$ cat src/rtl/gpio_in_conditioner.sv
// ============================================================================
// Module      : gpio_in_conditioner
// Description : Pad synchronizer, per-pin debouncer, edge detector and sticky
//               edge-interrupt pending register for the GPIO input path.
// Revision    : 1.0 - initial release
// ============================================================================
`default_nettype none

module gpio_in_conditioner #(
    parameter int NUM_PINS  = 32,
    parameter int CNT_WIDTH = 16
) (
    input  logic                 clk,
    input  logic                 rst,
    input  logic [NUM_PINS-1:0]  gpio_in_i,
    input  logic [CNT_WIDTH-1:0] debounce_cfg_i,
    input  logic [NUM_PINS-1:0]  irq_rise_en_i,
    input  logic [NUM_PINS-1:0]  irq_fall_en_i,
    input  logic [NUM_PINS-1:0]  irq_clr_i,
    output logic [NUM_PINS-1:0]  gpio_db_o,
    output logic [NUM_PINS-1:0]  rise_o,
    output logic [NUM_PINS-1:0]  fall_o,
    output logic [NUM_PINS-1:0]  irq_pending_o,
    output logic                 irq_o
);

    logic [NUM_PINS-1:0] r_sync1;
    logic [NUM_PINS-1:0] r_sync2;
    logic [NUM_PINS-1:0] r_pending;
    logic [NUM_PINS-1:0] w_db;
    logic [NUM_PINS-1:0] w_rise;
    logic [NUM_PINS-1:0] w_fall;
    logic [NUM_PINS-1:0] w_set;

    always_ff @(posedge clk) begin
        if (rst) begin
            r_sync1 <= '0;
            r_sync2 <= '0;
        end else begin
            r_sync1 <= gpio_in_i;
            r_sync2 <= r_sync1;
        end
    end

    // Each pin owns its counter and output flops so pins stay fully independent.
    for (genvar i = 0; i < NUM_PINS; i++) begin : g_pin
        logic [CNT_WIDTH-1:0] r_cnt;
        logic                 r_db;
        logic                 r_rise;
        logic                 r_fall;

        always_ff @(posedge clk) begin
            if (rst) begin
                r_cnt  <= '0;
                r_db   <= 1'b0;
                r_rise <= 1'b0;
                r_fall <= 1'b0;
            end else begin
                r_rise <= 1'b0;
                r_fall <= 1'b0;
                if (r_sync2[i] == r_db) begin
                    r_cnt <= '0;
                end else if (r_cnt >= debounce_cfg_i) begin
                    // >= lets a lowered window take effect on the very next cycle
                    r_db   <= r_sync2[i];
                    r_cnt  <= '0;
                    r_rise <= r_sync2[i];
                    r_fall <= ~r_sync2[i];
                end else begin
                    r_cnt <= r_cnt + 1'b1;
                end
            end
        end

        assign w_db[i]   = r_db;
        assign w_rise[i] = r_rise;
        assign w_fall[i] = r_fall;
    end

    assign w_set = (w_rise & irq_rise_en_i) | (w_fall & irq_fall_en_i);

    // Set is OR-ed in after the clear so a colliding new edge is never lost.
    always_ff @(posedge clk) begin
        if (rst) begin
            r_pending <= '0;
        end else begin
            r_pending <= (r_pending & ~irq_clr_i) | w_set;
        end
    end

    assign gpio_db_o     = w_db;
    assign rise_o        = w_rise;
    assign fall_o        = w_fall;
    assign irq_pending_o = r_pending;
    assign irq_o         = |r_pending;

endmodule

`default_nettype wire

$ cat config.mk
export PLATFORM = sky130hd
export DESIGN_NAME = gpio_in_conditioner
export DESIGN_NICKNAME = d
export VERILOG_FILES = /design/src/rtl/gpio_in_conditioner.sv
export SDC_FILE = /design/constraint.sdc
export NUM_CORES = 2
export LEC_CHECK = 0
export ABC_AREA = 1
export CORE_AREA = 2 2 280 282
export DETAILED_ROUTE_END_ITERATION = 7
export DIE_AREA = 0 0 282 284
export DONT_BUFFER_PORTS = 1
export PLACE_DENSITY = 0.77
export SYNTH_ARGS = -nofsm -noshare
export SYNTH_HDL_FRONTEND = slang
export SYNTH_SLANG_ARGS = --single-unit
$ cat constraint.sdc
create_clock -name clk -period 3.4 [get_ports clk]
set_input_delay 0.51 -clock clk [delete_from_list [all_inputs] [get_ports clk]]
set_output_delay 0.51 -clock clk [all_outputs]
set_load 0.01 [all_outputs]
==> results_dict.tcl <==
set metrics [dict create \
    rrSetupSlack_ps 1500 \
    postRouteAntennaNets 0 \
    clock-root-buffer "clkbuf_16" \
    worstHoldPathCells 2 \
    p_switching_mw 4.279 \
    die-area_sq_um 80090 \
    reg2reg_depth 11 \
    routed_wirelength_um 106700 \
    syn_area_per_cell_sq_um 7.418 \
    core_sq_um 76960 \
    period_minus_slack_ps 2596 \
    cp.arrival_ps 2090 \
    pwr-share-comb_pct 5.0 \
    grt-ovfl-total 0 \
    ys_ff_latch 704 \
    yosys-top-cells-area "dfxtp_1, ha_1, nand2_1" \
    insertion_delay_ps 630 \
    antenna_found_initial 2 \
    seq_power_share_pct 45.0 \
    layout.nets 6361 \
    critPathLaunchType "flip-flop" \
    cts.path.max_buffers 3 \
    status "completed" \
    syn-cell-area_sq_um 42070 \
    switching_share_pct 23.07 \
    path_class "flip-flop to primary output" \
    cts_resized 0 \
    cts_num_sinks 704 \
    yosysMostFrequentCell "nand2_1" \
    drc 0 \
    hpwl_um 74030 \
    p_int_mw 14.27 \
    worstHoldStart "gpio_in_i[10]" \
    portBuffers 0 \
    cts_tree "yes" \
    p_per_area_nw_per_um2 403.5 \
    skew_ps 20.93 \
    slew_headroom_pct 37.22 \
    yosysTopAreaCell "dfxtp_1" \
    cpMostUsedCell "buf_4" \
    crit_chain "buf_4, nor4_2, buf_4, nand4_1, or2_2" \
    async_reset_ff_share_pct 0 \
    grt_pass1_vias 33260 \
    start_util_pct 54.67 \
    cellLeakagePower_nw 19.31 \
    h-tree-depth 3 \
    die_x_um 282 \
    routed-via-count 35540 \
    wire_per_inst_um 15.76 \
    drive_gt1_share_pct 7.047 \
    tns_ps 0 \
    worst_slew_pin_slew_ps 941.7 \
    gp_congestion 0.8724 \
    syn-instance-count 5671 \
    whs_ps 22.57 \
    area_growth_pct 9.267 \
    die_h_um 284 \
    synth_top_flop_cell "dfxtp_1" \
    synth_fp_nets 6361 \
    ys_types 41 \
    synth_edf_count 0 \
    finalHoldViolCount 0 \
    synth.top_cell.area_share_pct 33.50 \
    ys_top_cells_by_count "nand2_1, nor2_1, dfxtp_1" \
    grt_max_degree 65 \
    r2r_start "g_pin[7].r_cnt[0]" \
    rr_endpoint "g_pin[7].r_cnt[4]" \
    whs_endpoint "r_sync1[10]" \
    grt_use_total_pct 26.33 \
    path_max_fanout 3 \
    end_kind "primary output" \
    drt_iter0_drc 2411 \
    num_antenna_cells 0 \
    numCtsBuffers 79 \
    finalSetupViolCount 0 \
    fill_cells 6717 \
    max_freq_ghz 0.3851 \
    ys_seq_area_share_pct 33.50 \
    slowest_stage "or2_2" \
    drv_cap 0 \
    cp.required_ps 2890 \
    vdd_drop_max_mv 0.3999 \
    hp-class "input pin to flip-flop" \
    pin_count 275 \
    cp_slowest_stage_delay_ps 370 \
    via_per_inst 5.247 \
    grt_pass1_wl_um 169300 \
    rows 102 \
    rsz0062_at_grt "no" \
    dr.pass1.iters 5 \
    clkTransAtPathRegs_ps 60 \
    yosysWarnings 0 \
    slew_viol_final 0 \
    period_share_pct 76.37 \
    clkPwrFrac_pct 50.0 \
]
[layout make-up]
cell class	instances	area, sq um	share of cell area, %
Multi-Input combinational cell	4166	24470	53.24
Sequential cell	704	14090	30.66
Inverter	656	2467	5.368
Clock buffer	105	2298	5.000
Tap cell	1040	1301	2.831
Timing Repair Buffer	64	795.8	1.731
Clock inverter	38	538.0	1.170
[registers in the layout, indices dropped and copies added (netlist names)]
register,flops
r_sync1,32
g_pin.r_cnt,512
g_pin.r_db,32
irq_pending_o,32
g_pin.r_fall,32
g_pin.r_rise,32
r_sync2,32
[power groups by stage]
| stage | combinational, mW | clock [mW] | sequential (mW) |
|---|---|---|---|
| 5_1_grt | 1.04 | 9.71 | 8.34 |
| 3_3_place_gp | 0.819 | 0 | 8.52 |
| 6_report | 0.926 | 9.28 | 8.34 |
| 4_1_cts | 0.926 | 9.39 | 8.34 |
| 2_1_floorplan | 0.560 | 0 | 8.50 |
| 3_5_place_dp | 0.852 | 0 | 8.52 |
[worst max-delay path, delay by kind of cell, from the launching register on]
kind	cells	cell delay [ps]
simple gates	3	740
buf+inv	2	410
flops	1	300
[metal layers]
layer	routed length [um]	up-vias	part of all wire [%]	track usage, %
met5	0	-	0	0
met3	6520	241	6.1	3.944
met4	4084	0	3.8	10.05
met1	47450	16290	44	33.90
met2	48680	908	46	44.16
li1	-	18100	-	-
[cells in the final DEF, fill, tap and decap left out, types with 12 or more instances in the layout]
master,n
a21oi_1,371
a21oi_2,33
a31oi_1,32
buf_12,18
buf_4,17
bufinv_16,12
clkbuf_16,82
clkbuf_8,16
clkinv_2,14
dfxtp_1,704
dlygate4sd3_1,28
ha_1,544
inv_1,603
inv_2,52
nand2_1,1292
nand3_1,192
nand3_2,47
nand4_1,54
nor2_1,904
nor2_2,31
nor3_1,73
nor3_2,36
nor4_1,39
o21ai_0,74
or2_0,40
xnor2_1,107
xor2_1,246
[timing repair]
item	in CTS	in global routing
setup buffers	0	0
endpoints found under the hold margin	68	0
hold buffers	31	0
[per-stage QoR]
stage | worst slack, ps | utilization (%) | std cells | area [sq um] | total power [mW]
6_report | 803.6 | 59.73 | 6773 | 45970 | 18.55
4_1_cts | 777.0 | 59.73 | 6773 | 45970 | 18.66
3_3_place_gp | 719.6 | 55.59 | 6599 | 42780 | 9.338
5_1_grt | 720.1 | 59.73 | 6773 | 45970 | 19.09
2_1_floorplan | 1052 | - | 5671 | 42070 | 9.065
3_5_place_dp | 598.9 | 55.59 | 6599 | 42780 | 9.372
[cell families (layout without fill, tap and decap cells)]
logic type | count (synthesis) | in the layout | share of synthesized area (%)
AND/OR/NAND/NOR | 2755 | 2755 | 28.09
buffers and inverters | 801 | 863 | 8.369
flip-flops | 704 | 704 | 33.50
adder cells (fa/ha/maj) | 544 | 544 | 16.18
AO/OA/AOI/OAI | 514 | 514 | 6.513
XOR/XNOR | 353 | 353 | 7.349
[worst max path at each step]
| stage | from | end | slack [ps] | cells past startpoint |
|---|---|---|---|---|
| after floorplan | debounce_cfg_i[7] | g_pin[14].r_cnt[13] | 1050 | 12 |
| after global placement | debounce_cfg_i[8] | g_pin[0].r_cnt[14] | 720 | 8 |
| after detailed placement | debounce_cfg_i[8] | g_pin[20].r_cnt[12] | 600 | 8 |
| after CTS | irq_pending_o[30] | irq_o | 780 | 5 |
| after global routing | irq_pending_o[30] | irq_o | 720 | 5 |
| final | irq_pending_o[30] | irq_o | 800 | 5 |
Power figures use the tool's default switching activity.
